==> src/rtl/rtype_instr_gen.sv <==
// Pseudo-random RV32I R-type instruction source for core imem stimulus.
// A Galois LFSR supplies the fields; the source stops after NUM_INSTRS issues.
module rtype_instr_gen #(
    parameter logic [31:0] SEED       = 32'd324,
    parameter logic [31:0] NUM_INSTRS = 32'd100
) (
    input  logic        i_clk,
    input  logic        i_reset,
    input  logic        i_enable,
    output logic [31:0] o_instr,
    output logic        o_instr_valid,
    output logic [31:0] o_issued_count,
    output logic        o_done
);

    localparam logic [1:0]  ST_IDLE   = 2'd0;
    localparam logic [1:0]  ST_RUN    = 2'd1;
    localparam logic [1:0]  ST_DONE   = 2'd2;
    localparam logic [31:0] SEED_EFF  = (SEED == 32'd0) ? 32'd1 : SEED;
    localparam logic [31:0] LFSR_TAPS = 32'h8020_0003;
    localparam logic [31:0] NOP_INSTR = 32'h0000_0013;
    localparam logic [6:0]  OP_RTYPE  = 7'b0110011;

    logic [1:0]  r_state;
    logic [31:0] r_lfsr;
    logic [31:0] r_instr;
    logic        r_instr_valid;
    logic [31:0] r_issued_count;
    logic        r_done;

    logic [1:0]  w_next_state;
    logic        w_issue;
    logic        w_last;
    logic [2:0]  w_funct3;
    logic [6:0]  w_funct7;
    logic [31:0] w_rtype;
    logic        w_unused_lfsr_hi;

    function automatic logic [31:0] lfsr_next(input logic [31:0] s);
        return {1'b0, s[31:1]} ^ (s[0] ? LFSR_TAPS : 32'd0);
    endfunction

    // Bits above the rs2/alt fields only feed the LFSR recurrence.
    assign w_unused_lfsr_hi = ^r_lfsr[31:19];

    // Issue decision and instruction assembly from the pre-advance LFSR.
    always_comb begin
        w_issue  = ((r_state == ST_IDLE) || (r_state == ST_RUN)) && i_enable
                   && (r_issued_count < NUM_INSTRS);
        w_last   = w_issue && ((r_issued_count + 32'd1) == NUM_INSTRS);
        w_funct3 = r_lfsr[7:5];
        if (r_lfsr[18] && ((w_funct3 == 3'b000) || (w_funct3 == 3'b101))) begin
            w_funct7 = 7'b0100000;
        end else begin
            w_funct7 = 7'b0000000;
        end
        w_rtype = {w_funct7, r_lfsr[17:13], r_lfsr[12:8], w_funct3, r_lfsr[4:0], OP_RTYPE};
    end

    // Next-state logic; the final issue goes straight to DONE even from IDLE.
    always_comb begin
        w_next_state = r_state;
        case (r_state)
            ST_IDLE: begin
                if (i_enable) begin
                    if ((NUM_INSTRS == 32'd0) || w_last) begin
                        w_next_state = ST_DONE;
                    end else begin
                        w_next_state = ST_RUN;
                    end
                end else begin
                    w_next_state = ST_IDLE;
                end
            end
            ST_RUN: begin
                if (w_last) begin
                    w_next_state = ST_DONE;
                end else begin
                    w_next_state = ST_RUN;
                end
            end
            ST_DONE: w_next_state = ST_DONE;
            default: w_next_state = ST_IDLE;
        endcase
    end

    // State, LFSR and registered outputs.
    always_ff @(posedge i_clk) begin
        if (i_reset) begin
            r_state        <= ST_IDLE;
            r_lfsr         <= SEED_EFF;
            r_instr        <= NOP_INSTR;
            r_instr_valid  <= 1'b0;
            r_issued_count <= 32'd0;
            r_done         <= 1'b0;
        end else begin
            r_state <= w_next_state;
            r_done  <= (w_next_state == ST_DONE);
            if (w_issue) begin
                r_instr        <= w_rtype;
                r_instr_valid  <= 1'b1;
                r_issued_count <= r_issued_count + 32'd1;
                r_lfsr         <= lfsr_next(r_lfsr);
            end else begin
                r_instr        <= NOP_INSTR;
                r_instr_valid  <= 1'b0;
                r_issued_count <= r_issued_count;
                r_lfsr         <= r_lfsr;
            end
        end
    end

    assign o_instr        = r_instr;
    assign o_instr_valid  = r_instr_valid;
    assign o_issued_count = r_issued_count;
    assign o_done         = r_done;

endmodule

==> config.mk <==
export PLATFORM = sky130hd
export DESIGN_NAME = rtype_instr_gen
export DESIGN_NICKNAME = d
export VERILOG_FILES = /design/src/rtl/rtype_instr_gen.sv
export SDC_FILE = /design/constraint.sdc
export NUM_CORES = 1
export LEC_CHECK = 0
export ABC_CLOCK_PERIOD_IN_PS = 2200
export CAP_MARGIN = 10
export CORE_MARGIN = 8
export CORE_UTILIZATION = 51
export CTS_BUF_LIST = sky130_fd_sc_hd__clkbuf_4
export CTS_CLUSTER_SIZE = 16
export DETAILED_ROUTE_END_ITERATION = 10
export PLACE_DENSITY = 0.92
export SYNTH_ARGS = -nofsm -noshare
export SYNTH_HDL_FRONTEND = slang
export SYNTH_SLANG_ARGS = --single-unit
==> constraint.sdc <==
create_clock -name i_clk -period 2.2 [get_ports i_clk]
set_input_delay 0.44 -clock i_clk [delete_from_list [all_inputs] [get_ports i_clk]]
set_output_delay 0.44 -clock i_clk [all_outputs]
set_load 0.1 [all_outputs]
Yosys cells after proc, flatten, opt, wreduce, memory -nomap -nowiden
Cells that the tools add are included.
- reduce and logical (&&, ||, !) cells: 9
- magnitude comparators: 1
- multiplexer cells: 7
- add/sub/neg operators: 1
- equality and inequality tests: 5
- bitwise operators: 2
- operator list (cell ; count):
    adder 32 x 1 -> 32 bit, second input constant ; 1
    == test 32 x 7 -> 1 bit, second input constant ; 1
    less-than comparator 32 x 7 -> 1 bit, second input constant ; 1
    2-to-1 mux 32 bit ; 1
    bitwise XOR 31 x 32 -> 32 bit ; 1
    2-to-1 mux 6 bit ; 2
    case mux 2 bit (3 select lines) ; 1
    == test 2 bit, second input constant ; 2
    logical AND 1 bit ; 4
    2-to-1 mux 2 bit ; 2
    == test 3 bit, second input constant ; 1
    zero test 3 bit ; 1
    == test 2 x 1 -> 1 bit, second input constant ; 1
    zero test 2 bit ; 1
    logical OR 1 bit ; 2
    OR reduction 2 bit ; 1
    2-to-1 mux 1 bit ; 1
    NOT 1 bit ; 1
- output and inout port bits: 66
- register bits: 99
- input port bits: 3
- logic and storage cells: 32

Depth between registers and ports, before layout
- word-level depth: 9
- depth in mapped cells: 8
- gate-level depth less buffers: 6

Worst setup path after synthesis
No wires, ideal clock.
- path kind: register to register
- start: register r_issued_count[2], in the netlist o_issued_count[2]
- end: register r_issued_count[5], in the netlist o_issued_count[5]
- clock period less this slack: 2511 ps
- setup slack: -311 ps
- path buffers: 1
- data arrival time: 2441 ps
- cell stages (with the launch flop): 6
- data required time: 2130 ps
- library setup time: 70 ps
- cells stage by stage: dfxtp_1 o311a_1 or4_1 buf_2 or4_1 a21oi_1
- cells in the longest elaborated chain, start to end: 2
- elaborated cells on any way between the ends: 3
- classes of those cells: add/sub (1); order compare (1); reduce/logical (1)
- RTL lines (element ; RTL line ; source):
    start, declared ; 28 ; logic [31:0] r_issued_count;
    start signal, assigned ; 102 ; r_issued_count <= r_issued_count + 32'd1;
    start signal, assigned ; 107 ; r_issued_count <= r_issued_count;
    less-than comparator 32 x 7 -> 1 bit ; 49 ; && (r_issued_count < NUM_INSTRS);
    logical AND 1 bit ; 49 ;
Parallel ways exist; a longest one is shown, timed or not.
A chain may end at the register's enable or synchronous reset.

Worst setup path in the final report
- start: register r_issued_count[27], in the netlist o_issued_count[27]
- end: register r_lfsr[26]
- cells in the longest elaborated chain, start to end: 2
- RTL lines (element ; RTL line ; source):
    less-than comparator 32 x 7 -> 1 bit ; 49 ;
    logical AND 1 bit ; 49 ;
    end signal, assigned ; 103 ; r_lfsr <= lfsr_next(r_lfsr);
    end signal, assigned ; 108 ; r_lfsr <= r_lfsr;
    end, declared ; 25 ; logic [31:0] r_lfsr;
No other way between the ends.

==> reports/qor.log <==
[global_routing] vias in the first global route 2331
[clocking] clock edge transition at the registers on the reported setup and hold paths 0.12 ns
[logic_synthesis] area share of fa/ha/maj cells after synthesis 0.8421%
[global_routing] number of antenna violations at the first check in global routing 0
[clocking] clock sinks 87
[power] Power per Cell Area 736.7 nW/um^2
[finish] fraction of layout cells with a size suffix above 1 34.45%
[power] Peak VDD IR 0.0003733 V
[global_routing] global route overflow 0
[clocking] number of buffers created by CTS 9
[worst_hold_path] worst hold path type flop to flop
[floorplan] die extent in y 92.33 um
[detailed_routing] DR iter-0 viols 148
[power] Net Sw Power 0.7703 mW
[flow_run] number of maximum-capacitance constraint violations 0
[logic_synthesis] number of synthesized register bits 87
[logic_synthesis] compound-gate portion of the synthesized area 8.084%
[placement] Routability Congestion 0.8434
[floorplan] io pins 69
[floorplan] die footprint 8525 um^2
[detailed_routing] drt first pass iters 4
[clocking] insertion delay of the later-clocked pin in the worst-skew pair 0.41 ns
[worst_setup_path] crit end category flop
[logic_synthesis] proportion of synthesized chip area in sequential cells 58.61%
[sta] Achievable Freq 0.4669 GHz
[power] combinational share of power 11.1%
[finish] non-filler instance count after layout 464
[sta] final clock period utilization by the worst path 97.34%
[worst_setup_path] data arrival time at the worst-slack endpoint 2.48 ns
[sta] setup violators final 0
[logic_synthesis] total of warnings raised by yosys 0
[placement] Inst Count DP 446
[placement] count of input and output buffers 56
[logic_synthesis] multiplexer area fraction after synthesis 0.3368%
[global_routing] wire length of the first global-routing pass 10610 um
[floorplan] number of rows created at floorplan 28
[sta] Slew Limit Fails 0
[sta] worst slew slack as a fraction of its limit 64.94%
[worst_setup_path] Max FO, Critical Path 8
[logic_synthesis] post-synth design cell area 2972 um^2
[sta] final hold violation count 0
[power] power consumption 2.777 mW
[floorplan] area of the core 5781 um^2
[logic_synthesis] number of cells produced by synthesis 320
[worst_setup_path] element type at the critical path start flop
[worst_setup_path] CP Data Required Time 2.53 ns
[floorplan] horizontal die dimension 92.33 um
[detailed_routing] routed via count 2393
[detailed_routing] total wire length after detailed routing 6547 um
[clocking] Bufs on Longest Clock Path 2
[sta] transition at the pin with the smallest max-transition slack 0.5259 ns
[detailed_routing] drt wl/cell 14.11 um
[finish] final core utilization 65.22%
[floorplan] Initial Util 51.41%
[logic_synthesis] largest family of logic cells by synthesized area simple AND/OR/NAND/NOR gates
[logic_synthesis] post-synthesis share of cell area spent on xor and xnor gates 1.179%
[logic_synthesis] number of distinct standard cells referenced by the synthesized netlist 31
[finish] area growth from synthesis to layout 26.86%
[finish] antenna cell count 0
[worst_setup_path] startpoint-to-endpoint class of the critical path flop to flop
[power] part of the power in the clock network 30.9%
[sta] setup repair after global routing missed its margin true
[sta] Setup TNS Final 0 ns
[detailed_routing] Remaining DRCs 0
[outcome] status complete, no violations
[finish] Total Nets Final 389
[clocking] clock tree from TritonCTS built
[sta] clock skew after layout 0.02255 ns
[worst_setup_path] FF-to-FF path depth 10
[logic_synthesis] Post-Synth Simple-Gate Area 24.29%
[logic_synthesis] synthesized area per cell 9.286 um^2
[clocking] clk root buf sky130_fd_sc_hd__clkbuf_4
[power] fraction of power spent switching nets 27.73%
[detailed_routing] detailed-route vias per instance 5.157
[detailed_routing] post-route ant nets 0
[global_routing] All-Layer GR Usage 15.03%
[power] Power Internal 2.007 mW
[power] proportion of power drawn by flip-flops and latches 58.0%
[placement] detailed-placement wirelength estimate 4529 um
[power] leakage component of the power 1.715 nW
[global_routing] maximum number of pins on one net before global-route repair 49
[clocking] H-tree levels 3
[sta] clock period minus final worst setup slack 2.142 ns
[worst_hold_path] worst hold path depth 2
cell families after synthesis:
logic type      after synthesis
compound gates               44
xor+xnor                      4
fa+ha+maj                     2
buf+inv                      37
flops                        87
mux                           1
other cells                   2
simple gates                143
routing by layer:
metal	vias to the layer above	routed length (um)	global-route usage [%]
li1	1178	-	-
met1	1133	2768	16.02
met2	73	3240	25.74
met3	9	432	5.744
met4	0	106	6.980
met5	-	0	0
metrics by stage:
| step | cell area [um^2] | worst slack, ns | hold WS [ns] |
|---|---|---|---|
| 2_1_floorplan | 3060 | -0.06104 | 0.4157 |
| 3_3_place_gp | 3557 | -0.3312 | 0.4369 |
| 3_5_place_dp | 3557 | -0.4395 | 0.4459 |
| 4_1_cts | 3704 | -0.02736 | 0.4627 |
| 5_1_grt | 3770 | -0.06307 | 0.4834 |
| 6_report | 3770 | 0.05843 | 0.4637 |
registers in the layout, indices dropped and copies added (netlist names):
register and cells:
o_issued_count 32, r_lfsr 32, o_instr 20, r_state 2, o_done 1
cell type report:
type	count	area [um^2]
clock buffers	10	75.07
clock inverters	6	58.81
fillers	425	2011
inverters	3	11.26
multi-input cells	206	1144
flip-flops and latches	87	1793
well taps	75	93.84
repair buffers	77	594.3
cell usage in the layout, fill, tap and decap left out, drive strengths merged, types with 2 or more instances in the layout:
master	Yosys	final
inv	3	4
o21ai	4	4
xor2	2	2
nand4	2	2
buf	15	76
conb	2	12
nand2	65	65
or4	3	3
xnor2	2	2
clkbuf	19	10
nor3	3	3
nor2b	11	11
nand3	6	6
clkinv	0	4
and3	32	32
ha	2	2
o21a	2	2
a21oi	33	33
nor2	6	6
nor4	7	7
or3	5	5
dfxtp	87	87
cells in the mapped netlist:
cell	number	area, um^2
sky130_fd_sc_hd__xor2_1	2	17.52
sky130_fd_sc_hd__ha_1	2	25.02
sky130_fd_sc_hd__nor2b_1	11	68.82
sky130_fd_sc_hd__nand3_1	6	30.03
sky130_fd_sc_hd__nand4_1	2	12.51
sky130_fd_sc_hd__o311a_1	1	10.01
sky130_fd_sc_hd__nand2_1	65	244.0
sky130_fd_sc_hd__o21ai_0	4	20.02
sky130_fd_sc_hd__and3_1	32	200.2
sky130_fd_sc_hd__o31ai_1	1	7.510
sky130_fd_sc_hd__dfxtp_1	87	1742
sky130_fd_sc_hd__buf_4	13	97.59
sky130_fd_sc_hd__nor2_1	6	22.52
sky130_fd_sc_hd__mux2i_1	1	10.01
sky130_fd_sc_hd__clkbuf_1	19	71.32
sky130_fd_sc_hd__a22o_1	1	8.760
sky130_fd_sc_hd__inv_1	3	11.26
sky130_fd_sc_hd__and4b_1	1	10.01
sky130_fd_sc_hd__or4_1	3	22.52
sky130_fd_sc_hd__nor4b_2	1	15.01
sky130_fd_sc_hd__a211oi_1	1	7.510
sky130_fd_sc_hd__conb_1	2	7.510
sky130_fd_sc_hd__nand2b_1	1	6.260
sky130_fd_sc_hd__buf_2	2	10.01
sky130_fd_sc_hd__or3_1	5	31.28
sky130_fd_sc_hd__nor4_1	7	43.79
sky130_fd_sc_hd__xnor2_1	2	17.52
sky130_fd_sc_hd__a21oi_1	33	165.2
sky130_fd_sc_hd__nor3_1	3	15.01
sky130_fd_sc_hd__a31oi_1	1	6.260
sky130_fd_sc_hd__o21a_1	2	15.01
path summary, 6_finish.rpt:
path                                    startpoint  slack, ns    endpoint
worst max-delay path            o_issued_count[27]       0.06  r_lfsr[26]
worst min-delay path                    r_lfsr[24]       0.46  r_lfsr[24]
worst max register to register  o_issued_count[27]       0.06  r_lfsr[26]
worst min register to register          r_lfsr[24]       0.46  r_lfsr[24]
critical path: stages (launching register included):
cell and delay (ns):
sky130_fd_sc_hd__dfxtp_4 0.37, sky130_fd_sc_hd__nor4_4 0.27, sky130_fd_sc_hd__buf_4 0.15, sky130_fd_sc_hd__nand4_1 0.14
sky130_fd_sc_hd__buf_4 0.19, sky130_fd_sc_hd__buf_4 0.12, sky130_fd_sc_hd__nor4_2 0.26, sky130_fd_sc_hd__buf_4 0.20
sky130_fd_sc_hd__buf_4 0.16, sky130_fd_sc_hd__nand2_1 0.06, sky130_fd_sc_hd__a21oi_1 0.15
power by group through the flow:
stage	Sequential, mW	Combinational, mW	Clock [mW]
final	1.61	0.307	0.858
after global routing	1.62	0.323	0.953
after CTS	1.61	0.301	0.885
after detailed placement	1.65	0.300	0
after global placement	1.65	0.297	0
after floorplan	1.72	0.191	0
timing repair:
item                       4_1_cts  5_1_grt
setup endpoints to repair       41       56
resized for setup                2       11
pin swaps                        0        5
cloned                           0        0
setup buffers                    0        2
hold buffers                     0        0
Power figures use the tool's default switching activity.
